<file path="src/rtl/vm_pkg.sv">
// Shared definitions for the vending-machine change path: coin values,
// coin_pulse bit positions and the change-dispenser state encoding.
package vm_pkg;

    localparam int COIN_FIVE    = 500;
    localparam int COIN_DOLLAR  = 100;
    localparam int COIN_QUARTER = 25;
    localparam int COIN_DIME    = 10;
    localparam int COIN_NICKEL  = 5;

    localparam int NUM_COINS    = 5;
    localparam int BIT_NICKEL   = 0;
    localparam int BIT_DIME     = 1;
    localparam int BIT_QUARTER  = 2;
    localparam int BIT_DOLLAR   = 3;
    localparam int BIT_FIVE     = 4;

    typedef enum logic [1:0] {
        IDLE,
        DISPENSE,
        DONE
    } state_t;

endpackage

</file>
<file path="src/rtl/coin_select.sv">
// Combinational largest-eligible-coin picker. A coin is eligible when its
// value fits in the remaining amount and its stockOk bit is set. Outputs a
// one-hot select (all zero when nothing fits) and the chosen coin value.
module coin_select
    import vm_pkg::*;
#(
    parameter int CHANGE_W = 11
) (
    input  logic [CHANGE_W-1:0]  rem,
    input  logic [NUM_COINS-1:0] stockOk,
    output logic [NUM_COINS-1:0] sel,
    output logic [CHANGE_W-1:0]  value
);

    // Priority search from the largest denomination down
    always_comb begin
        sel   = '0;
        value = '0;
        if (stockOk[BIT_FIVE] && rem >= CHANGE_W'(COIN_FIVE)) begin
            sel[BIT_FIVE] = 1'b1;
            value         = CHANGE_W'(COIN_FIVE);
        end else if (stockOk[BIT_DOLLAR] && rem >= CHANGE_W'(COIN_DOLLAR)) begin
            sel[BIT_DOLLAR] = 1'b1;
            value           = CHANGE_W'(COIN_DOLLAR);
        end else if (stockOk[BIT_QUARTER] && rem >= CHANGE_W'(COIN_QUARTER)) begin
            sel[BIT_QUARTER] = 1'b1;
            value            = CHANGE_W'(COIN_QUARTER);
        end else if (stockOk[BIT_DIME] && rem >= CHANGE_W'(COIN_DIME)) begin
            sel[BIT_DIME] = 1'b1;
            value         = CHANGE_W'(COIN_DIME);
        end else if (stockOk[BIT_NICKEL] && rem >= CHANGE_W'(COIN_NICKEL)) begin
            sel[BIT_NICKEL] = 1'b1;
            value           = CHANGE_W'(COIN_NICKEL);
        end
    end

endmodule

</file>
<file path="src/rtl/change_dispenser.sv">
// Greedy change dispenser: converts a cent amount into coin-return counts,
// one coin per clock, with a start/busy/done handshake.
// Optional feature macro COIN_STOCK_EN: finite per-coin stock with restock,
// and shortfall reporting when the stock cannot cover the amount.
// The first coin is chosen directly from change_cents on the accepting edge,
// so its pulse appears in the first busy cycle; rem then holds the amount
// still owed after the coins already pulsed.
module change_dispenser
    import vm_pkg::*;
#(
    parameter int CHANGE_W   = 11,
    parameter int CNT_W      = 4,
    parameter int INIT_STOCK = 8
) (
    input  logic                 clk,
    input  logic                 rst,
    input  logic                 start,
    input  logic [CHANGE_W-1:0]  change_cents,
    output logic                 busy,
    output logic                 done,
    output logic                 error,
    output logic [NUM_COINS-1:0] coin_pulse,
    output logic [CNT_W-1:0]     cnt_five,
    output logic [CNT_W-1:0]     cnt_dollar,
    output logic [CNT_W-1:0]     cnt_quarter,
    output logic [CNT_W-1:0]     cnt_dime,
    output logic [CNT_W-1:0]     cnt_nickel,
    output logic [CHANGE_W-1:0]  shortfall
`ifdef COIN_STOCK_EN
    ,
    input  logic                 restock
`endif
);

    state_t               state;
    logic [CHANGE_W-1:0]  rem;
    logic [CHANGE_W-1:0]  pickIn;
    logic [CHANGE_W-1:0]  coinValue;
    logic [NUM_COINS-1:0] coinSel;
    logic [NUM_COINS-1:0] stockOk;
    logic [CNT_W-1:0]     cnt [NUM_COINS];
    logic                 badAmount;
    logic                 takeCoin;

    if (INIT_STOCK >= (1 << CNT_W)) begin : gBadInitStock
        $error("INIT_STOCK does not fit in CNT_W bits");
    end

    assign busy        = (state != IDLE);
    assign badAmount   = (change_cents % CHANGE_W'(5)) != '0;
    assign pickIn      = (state == IDLE) ? change_cents : rem;
    assign takeCoin    = (((state == IDLE) && start && !badAmount) || (state == DISPENSE))
                         && (coinSel != '0);

    assign cnt_five    = cnt[BIT_FIVE];
    assign cnt_dollar  = cnt[BIT_DOLLAR];
    assign cnt_quarter = cnt[BIT_QUARTER];
    assign cnt_dime    = cnt[BIT_DIME];
    assign cnt_nickel  = cnt[BIT_NICKEL];

`ifdef COIN_STOCK_EN
    logic [CNT_W-1:0]    stock [NUM_COINS];
    logic [CHANGE_W-1:0] shortfallReg;

    for (genvar g = 0; g < NUM_COINS; g++) begin : gStockOk
        assign stockOk[g] = (stock[g] != '0);
    end
    assign shortfall = shortfallReg;

    // Stock counters: reload wins over a same-cycle dispense
    always_ff @(posedge clk) begin
        if (rst || restock) begin
            for (int i = 0; i < NUM_COINS; i++) stock[i] <= CNT_W'(INIT_STOCK);
        end else if (takeCoin) begin
            for (int i = 0; i < NUM_COINS; i++) begin
                if (coinSel[i]) stock[i] <= stock[i] - CNT_W'(1);
            end
        end
    end
`else
    assign stockOk   = '1;
    assign shortfall = '0;
`endif

    coin_select #(
        .CHANGE_W (CHANGE_W)
    ) uCoinSelect (
        .rem     (pickIn),
        .stockOk (stockOk),
        .sel     (coinSel),
        .value   (coinValue)
    );

    // Control FSM with registered done/error/coin_pulse and per-coin counts
    always_ff @(posedge clk) begin
        if (rst) begin
            state      <= IDLE;
            rem        <= '0;
            done       <= 1'b0;
            error      <= 1'b0;
            coin_pulse <= '0;
            for (int i = 0; i < NUM_COINS; i++) cnt[i] <= '0;
`ifdef COIN_STOCK_EN
            shortfallReg <= '0;
`endif
        end else begin
            done       <= 1'b0;
            error      <= 1'b0;
            coin_pulse <= '0;
            case (state)
                IDLE: begin
                    if (start) begin
`ifdef COIN_STOCK_EN
                        shortfallReg <= '0;
`endif
                        if (badAmount) begin
                            state <= DONE;
                            done  <= 1'b1;
                            error <= 1'b1;
                            for (int i = 0; i < NUM_COINS; i++) cnt[i] <= '0;
                        end else if (takeCoin) begin
                            state      <= DISPENSE;
                            rem        <= change_cents - coinValue;
                            coin_pulse <= coinSel;
                            for (int i = 0; i < NUM_COINS; i++) cnt[i] <= CNT_W'(coinSel[i]);
                        end else begin
                            // Zero amount, or nothing in stock for a nonzero amount
                            state <= DONE;
                            done  <= 1'b1;
                            for (int i = 0; i < NUM_COINS; i++) cnt[i] <= '0;
`ifdef COIN_STOCK_EN
                            shortfallReg <= change_cents;
`endif
                        end
                    end
                end
                DISPENSE: begin
                    if (takeCoin) begin
                        rem        <= rem - coinValue;
                        coin_pulse <= coinSel;
                        for (int i = 0; i < NUM_COINS; i++) cnt[i] <= cnt[i] + CNT_W'(coinSel[i]);
                    end else begin
                        // rem is zero here unless stock ran out
                        state <= DONE;
                        done  <= 1'b1;
`ifdef COIN_STOCK_EN
                        shortfallReg <= rem;
`endif
                    end
                end
                DONE: begin
                    state <= IDLE;
                end
                default: begin
                    state <= IDLE;
                end
            endcase
        end
    end

endmodule
</file>
<file path="config.mk">
export PLATFORM = sky130hd
export DESIGN_NAME = change_dispenser
export DESIGN_NICKNAME = d
export VERILOG_FILES = /design/src/rtl/vm_pkg.sv /design/src/rtl/coin_select.sv /design/src/rtl/change_dispenser.sv
export SDC_FILE = /design/constraint.sdc
export NUM_CORES = 1
export LEC_CHECK = 0
export ABC_AREA = 0
export ABC_CLOCK_PERIOD_IN_PS = 4000
export CELL_PAD_IN_SITES_DETAIL_PLACEMENT = 0
export CELL_PAD_IN_SITES_GLOBAL_PLACEMENT = 1
export CORE_MARGIN = 2
export CORE_UTILIZATION = 37
export DETAILED_ROUTE_END_ITERATION = 12
export GPL_TIMING_DRIVEN = 1
export PLACE_DENSITY = 0.83
export SYNTH_ARGS = -nofsm -noshare
export SYNTH_HDL_FRONTEND = slang
export SYNTH_SLANG_ARGS = --single-unit
</file>
<file path="constraint.sdc">
create_clock -name clk -period 4 [get_ports clk]
set_input_delay 0.6 -clock clk [delete_from_list [all_inputs] [get_ports clk]]
set_output_delay 0.6 -clock clk [all_outputs]
set_load 0.05 [all_outputs]
</file>
==> impl_metrics.tcl, run 1 <==
set metrics [dict create \
    status "complete, no violations" \
    cts_hold_buf 0 \
    finalMaxSlewViolations 0 \
    drc 0 \
    swShare_pct 40.0 \
    num_rows 35 \
    syn_area_per_cell_um2 8.05 \
    worstSetupPathType "input pin to register" \
    firstDrtPassIters 4 \
    finalSetupViolCount 0 \
    final_core_util_pct 52.4 \
    synthFlopType "edfxtp_1" \
    crit_chain "clkdlybuf4s50_1 > nor3_2 > o21a_1 > nand2_1 > nor2_2 > buf_4 > nor2_1 > ha_1 > nor2b_2 > o21ai_2 > a21boi_2 > o21a_1 > o21a_1 > o21a_1 > o21ai_1 > nand4b_1 > or3_1 > a21oi_2 > a221oi_2" \
    hold_class "register to register" \
    power_leakage_uw 0.00207 \
    cp.required_ns 4.18 \
    p_per_area_nw_per_um2 365 \
    worst_pin_slew_ns 0.799 \
    io_buffers 41 \
    clkPwrFrac_pct 19.2 \
    nets 582 \
    routed_wl_um 10200 \
    fp.dieW_um 102 \
    critPathSlowestCell "clkdlybuf4s50_1" \
    drtIter0Drc 228 \
    start_kind "input pin" \
    cp_max_fo 4 \
    grt_pass1_wl_um 16100 \
    overflow 0 \
    clock-sinks 40 \
    setup_tns_ns 0 \
    cts-root-buf "clkbuf_8" \
    viasPerCell 5.36 \
    reg2reg_slack_ns 0.13 \
    period_share_pct 97.7 \
    ant_nets 0 \
    rsz0062_at_grt "true" \
    synthToLayoutAreaGrowth_pct 36.5 \
    synthCells 445 \
    synth_cell_type_count 78 \
    min_from "rem[1]$_SDFFE_PP0P_" \
    internal-power_uw 1070 \
    hpwl_um 7460 \
    arrival_ns 4.09 \
    hold_viol_final 0 \
    seqPwrFrac_pct 29.0 \
    die_h_um 102 \
    r2r-start "state[1]$_SDFFE_PP0P_" \
    numCtsBuffers 5 \
    place_congestion 0.905 \
    fp.coreArea_um2 9330 \
    grt_pass1_vias 3295 \
    synth_edf_count 20 \
    antenna_found_initial 0 \
    die-area_um2 10500 \
    grt_max_degree 31 \
    start_util_pct 38.4 \
    synth_seq_area_share_pct 27.9 \
    yosys_warnings 0 \
    vdd_drop_max_v 0.000222 \
    fillers 879 \
    critPathLaunch "change_cents[6]" \
    power_frac_comb_pct 51.8 \
    p_sw_uw 713 \
    drive_gt1_share_pct 26.4 \
    layout_setup_ws_ns 0.0924 \
    max_cap_viol_count 0 \
    routedWlPerCell_um 15.0 \
    cts_max_path_buffers 2 \
    io_pins 53 \
    clk_pin_slew_ns 0.09 \
    num_vias 3635 \
    max_freq_ghz 0.256 \
    cp_common_cell "o21a_1" \
    hold_depth 2 \
    async_reset_ff_share_pct 0 \
    n_antenna_cell 0 \
    ys_ff_latch 40 \
    syn_area_um2 3580 \
    fin_skew_ns 0.00649 \
    r2r_cells 22 \
    htreeDepth 2 \
    gr-usage-all-layers_pct 19.2 \
    r2r-end "rem[10]$_SDFFE_PP0P_" \
    critPathCaptureType "register" \
    worstHoldEndpoint "rem[1]$_SDFFE_PP0P_" \
    slew_headroom_pct 46.6 \
    period_minus_slack_ns 3.91 \
    clock_latency_ns 0.29 \
    dp_slack_ns -0.611 \
    cts_tree "done" \
    cp_slowest_stage_delay_ns 0.52 \
]
-- area by class of cell --
class	instances	area, um^2	share of cell area (%)
Clock inverter	3	46.3	0.947
Sequential cell	40	1000	20.5
Multi-Input combinational cell	355	2470	50.6
Inverter	23	88.8	1.82
Timing Repair Buffer	123	1050	21.4
Clock buffer	5	68.8	1.41
Tap cell	129	161	3.30
-- layout by cell type (no fill, tap or decap), types with 3 or more instances in the layout --
cell	instances
buf_4	79
o311ai_1	3
a21o_1	6
conb_1	11
dfxtp_1	20
a21oi_1	14
a221oi_1	3
o21a_1	6
inv_2	5
o21ai_1	7
clkdlybuf4s50_1	37
a211o_1	3
nand3b_1	8
o211ai_1	5
and2_1	7
edfxtp_1	20
o21ai_0	16
xor2_1	9
mux2i_1	6
nand2b_1	8
nor3_1	12
clkbuf_8	5
nor3_2	4
nor2b_1	5
ha_1	18
a31oi_2	5
o21ai_2	4
xnor2_1	12
nor2_2	8
inv_1	17
a31oi_1	5
o211a_1	3
or3_1	4
nand3_1	16
o41ai_1	3
nand2_1	43
nor2_1	38
-- stage by stage --
step / hold slack, ns / instances / total power (uW) / area [um^2]
2_1_floorplan: 0.459 / 455 / 1050 / 3640
3_3_place_gp: 0.480 / 660 / 1340 / 4530
3_5_place_dp: 0.491 / 660 / 1350 / 4530
4_1_cts: 0.502 / 674 / 1710 / 4700
5_1_grt: 0.526 / 678 / 1890 / 4890
6_report: 0.504 / 678 / 1780 / 4890
-- kinds of logic (layout without fill, tap and decap cells) --
kind of cell	count (synthesis)	after routing	synth area share [%]
flip-flops	40	40	27.9
other	1	11	0.105
AO/OA/AOI/OAI	114	114	22.8
multiplexers	7	7	1.99
AND/OR/NAND/NOR	180	180	25.5
adder cells (fa/ha/maj)	21	21	7.51
XOR/XNOR	22	22	5.59
buffers and inverters	60	154	8.62
-- critical path: cells and delay by family --
family / cells / cell delay (ns)
fa+ha+maj: 1 / 0.29
simple gates: 7 / 1.14
buf+inv: 2 / 0.64
compound gates: 9 / 1.42
-- worst max-delay path by stage --
| stage | endpoint | cells past startpoint |
|---|---|---|
| after global placement | rem[10]$_SDFFE_PP0P_ | 23 |
| final | rem[10]$_SDFFE_PP0P_ | 19 |
| after CTS | coin_pulse[0]$_SDFF_PP0_ | 16 |
| after detailed placement | rem[10]$_SDFFE_PP0P_ | 23 |
| after floorplan | rem[10]$_SDFFE_PP0P_ | 23 |
| after global routing | rem[10]$_SDFFE_PP0P_ | 21 |
-- registers in the layout, indices dropped and copies added, names as in the netlist --
| name | cells |
|---|---|
| done | 1 |
| state | 2 |
| cnt | 20 |
| error | 1 |
| rem | 11 |
| coin_pulse | 5 |
-- metal layers --
metal,vias up,global-route usage (%),wire length (um)
li1,1797,-,-
met3,9,2.33,470
met1,1718,26.6,4670
met2,111,32.6,4920
met4,0,3.18,95
met5,-,0,0
-- power groups by stage --
stage | Combinational [uW] | Clock, uW | Sequential [uW]
finish | 923 | 343 | 517
floorplan | 439 | 0 | 613
global route | 997 | 365 | 524
global placement | 813 | 0 | 522
detailed placement | 823 | 0 | 524
CTS | 851 | 347 | 515
-- what timing repair did --
action,4_1_cts,5_1_grt
gates resized for setup,11,43
cloned,0,0
pin swaps,8,16
endpoints found under the setup margin,3,22
setup buffers,6,4
-- synthesized netlist by cell type (3+ instances only) --
library cell | instances | area [um^2]
edfxtp_1 | 20 | 601
mux2i_1 | 6 | 60.1
nand3b_1 | 8 | 60.1
a21o_1 | 6 | 45.0
nor3_1 | 17 | 85.1
a21boi_0 | 3 | 22.5
inv_1 | 21 | 78.8
and2_1 | 7 | 43.8
a21oi_1 | 16 | 80.1
o21ai_0 | 23 | 115
clkbuf_1 | 10 | 37.5
dfxtp_1 | 20 | 400
nand2_1 | 45 | 169
o41ai_1 | 3 | 26.3
xor2_1 | 9 | 78.8
buf_4 | 15 | 113
nor2_1 | 43 | 161
ha_1 | 19 | 238
buf_2 | 10 | 50.1
nor2b_1 | 6 | 37.5
a221oi_1 | 3 | 26.3
nand2b_1 | 8 | 50.1
o21ai_1 | 4 | 20.0
nor2_2 | 4 | 25.0
xnor2_1 | 12 | 105
or3_1 | 4 | 25.0
o211ai_1 | 5 | 37.5
a31oi_1 | 11 | 68.8
o211a_1 | 3 | 30.0
a211o_1 | 3 | 26.3
nand3_1 | 17 | 85.1
o21a_1 | 6 | 45.0
Power figures use the tool's default switching activity.
==> run 2: changes to the inputs <==
--- a/config.mk
+++ b/config.mk
@@ -14,6 +14,7 @@
 export DETAILED_ROUTE_END_ITERATION = 12
 export GPL_TIMING_DRIVEN = 1
 export PLACE_DENSITY = 0.83
+export SLEW_MARGIN = 20
 export SYNTH_ARGS = -nofsm -noshare
 export SYNTH_HDL_FRONTEND = slang
 export SYNTH_SLANG_ARGS = --single-unit
==> results of run 2 <==
No change in the layout: final DEF, timing and power equal those of run 1.
==> run 3: changes to the inputs <==
--- a/config.mk
+++ b/config.mk
@@ -14,6 +14,7 @@
 export DETAILED_ROUTE_END_ITERATION = 12
 export GPL_TIMING_DRIVEN = 1
 export PLACE_DENSITY = 0.83
+export RECOVER_POWER = 100
 export SLEW_MARGIN = 20
 export SYNTH_ARGS = -nofsm -noshare
 export SYNTH_HDL_FRONTEND = slang
==> impl_metrics.tcl, run 3 (synthesized netlist as in run 1, its figures left out) <==
set metrics [dict create \
    cp_slowest_stage_delay_ns 0.36 \
    nets 582 \
    regArea_um2 1000 \
    num_rows 35 \
    critPathCaptureType "register" \
    multi_input_area_um2 2470 \
    placed_area_um2 4530 \
    worstSetupPathType "input pin to register" \
    antenna_found_initial 0 \
    place_congestion 0.905 \
    regMostFlops "cnt" \
    critPathSlowestCell "or3_1" \
    drc 0 \
    cp_common_cell "o21a_1" \
    max_cap_viol_count 0 \
    worst_pin_slew_ns 1.15 \
    drtIter0Drc 253 \
    layout_setup_ws_ns 0.0856 \
    clock-sinks 40 \
    clk_pin_slew_ns 0.09 \
    largest_register_ffs 20 \
    crit_chain "dlygate4sd2_1 > nor3_4 > a31oi_2 > nor2_2 > o21a_1 > nand2_1 > nor2_2 > buf_4 > nor2_1 > ha_1 > nor2b_2 > o21ai_2 > a21boi_2 > o21a_1 > o21a_1 > o21a_1 > o21ai_1 > nand4b_1 > or3_1 > a21oi_2 > a221oi_2" \
    htreeDepth 2 \
    design_area_um2 4890 \
    drive_gt1_share_pct 26.0 \
    grt_max_degree 31 \
    arrival_ns 4.09 \
    layoutNonFillerInstCount 678 \
    gr-usage-all-layers_pct 19.2 \
    fp.dieW_um 102 \
    routedWlPerCell_um 15.0 \
    cp_max_fo 3 \
    start_util_pct 38.4 \
    p_per_area_nw_per_um2 362 \
    mostFrequentLayoutCells "buf_4 (78), nand2_1 (43), nor2_1 (38)" \
    routed_wl_um 10200 \
    overflow 0 \
    n_antenna_cell 0 \
    cts_hold_buf 0 \
    cp.required_ns 4.18 \
    io_pins 53 \
    vdd_drop_max_v 0.000221 \
    min_from "rem[1]$_SDFFE_PP0P_" \
    status "complete, no violations" \
    whs_ns 0.502 \
    period_minus_slack_ns 3.91 \
    numCtsBuffers 5 \
    finalSetupViolCount 0 \
    power_leakage_uw 0.00213 \
    start_kind "input pin" \
    ant_nets 0 \
    cts_tree "done" \
    viasPerCell 5.36 \
    cp_top_family "compound AO/OA/AOI/OAI gates" \
    period_share_pct 97.9 \
    hpwl_um 7460 \
    cts-root-buf "clkbuf_8" \
    num_vias 3636 \
    path_buf_inv 2 \
    top_regs "cnt (20), rem (11), coin_pulse (5)" \
    cts_max_path_buffers 2 \
    clock_latency_ns 0.29 \
    fp.coreArea_um2 9330 \
    finalMaxSlewViolations 0 \
    firstDrtPassIters 5 \
    rsz0062_at_grt "true" \
    max_freq_ghz 0.255 \
    die_h_um 102 \
    grt_pass1_wl_um 16100 \
    hold_class "register to register" \
    fin_skew_ns 0.00644 \
    grt_pass1_vias 3295 \
    io_buffers 41 \
    slew_headroom_pct 23.6 \
    final_common_cell "buf_4" \
    synthToLayoutAreaGrowth_pct 36.3 \
    dp_cells 660 \
    dp_slack_ns -0.611 \
    critPathLaunch "change_cents[9]" \
    r2r-start "state[1]$_SDFFE_PP0P_" \
    hold_viol_final 0 \
    die-area_um2 10500 \
    fillers 881 \
]
==> run 3: what timing repair did <==
item                       CTS  global route
pin swaps                    8            16
setup endpoints to repair    3            22
gates resized for setup     11            43
buffers inserted             6             4
==> run 3: path summary, 6_finish.rpt <==
check	endpoint	slack (ns)	cells after the start
worst max register to register	rem[10]$_SDFFE_PP0P_	0.13	22
worst max-delay path	rem[10]$_SDFFE_PP0P_	0.09	21
worst min register to register	rem[1]$_SDFFE_PP0P_	0.50	2
worst min-delay path	rem[1]$_SDFFE_PP0P_	0.50	2
==> run 3: worst min-delay path: stages (launching register included) <==
cell     delay [ns]
dfxtp_1        0.34
nand2_1        0.06
a21oi_1        0.05
==> run 3: layout make-up <==
class	instances	area share, %
Clock inverter	3	0.948
Clock buffer	5	1.41
Inverter	23	1.82
Tap cell	129	3.30
Multi-Input combinational cell	355	50.7
Sequential cell	40	20.5
Timing Repair Buffer	123	21.4
==> run 3: through the flow <==
step | total power [uW] | utilization, % | setup TNS, ns
floorplan | 1050 | - | 0
global placement | 1340 | 48.5 | -4.31
detailed placement | 1350 | 48.5 | -5.34
CTS | 1710 | 50.4 | 0
global route | 1870 | 52.4 | -0.225
finish | 1770 | 52.4 | 0
==> run 3: power breakdown <==
group / switching (uW) / total (uW) / internal (uW)
logic: 521 / 912 / 391
registers: 36.3 / 517 / 480
clock network: 154 / 342 / 188
total: 712 / 1770 / 1060
==> run 3: layer usage <==
layer | track usage, % | routed length [um] | part of all wire (%)
met1 | 26.6 | 4830 | 47
met2 | 32.6 | 4910 | 48
met3 | 2.33 | 356 | 3.5
met4 | 3.18 | 74 | 0.73
met5 | 0 | 0 | 0
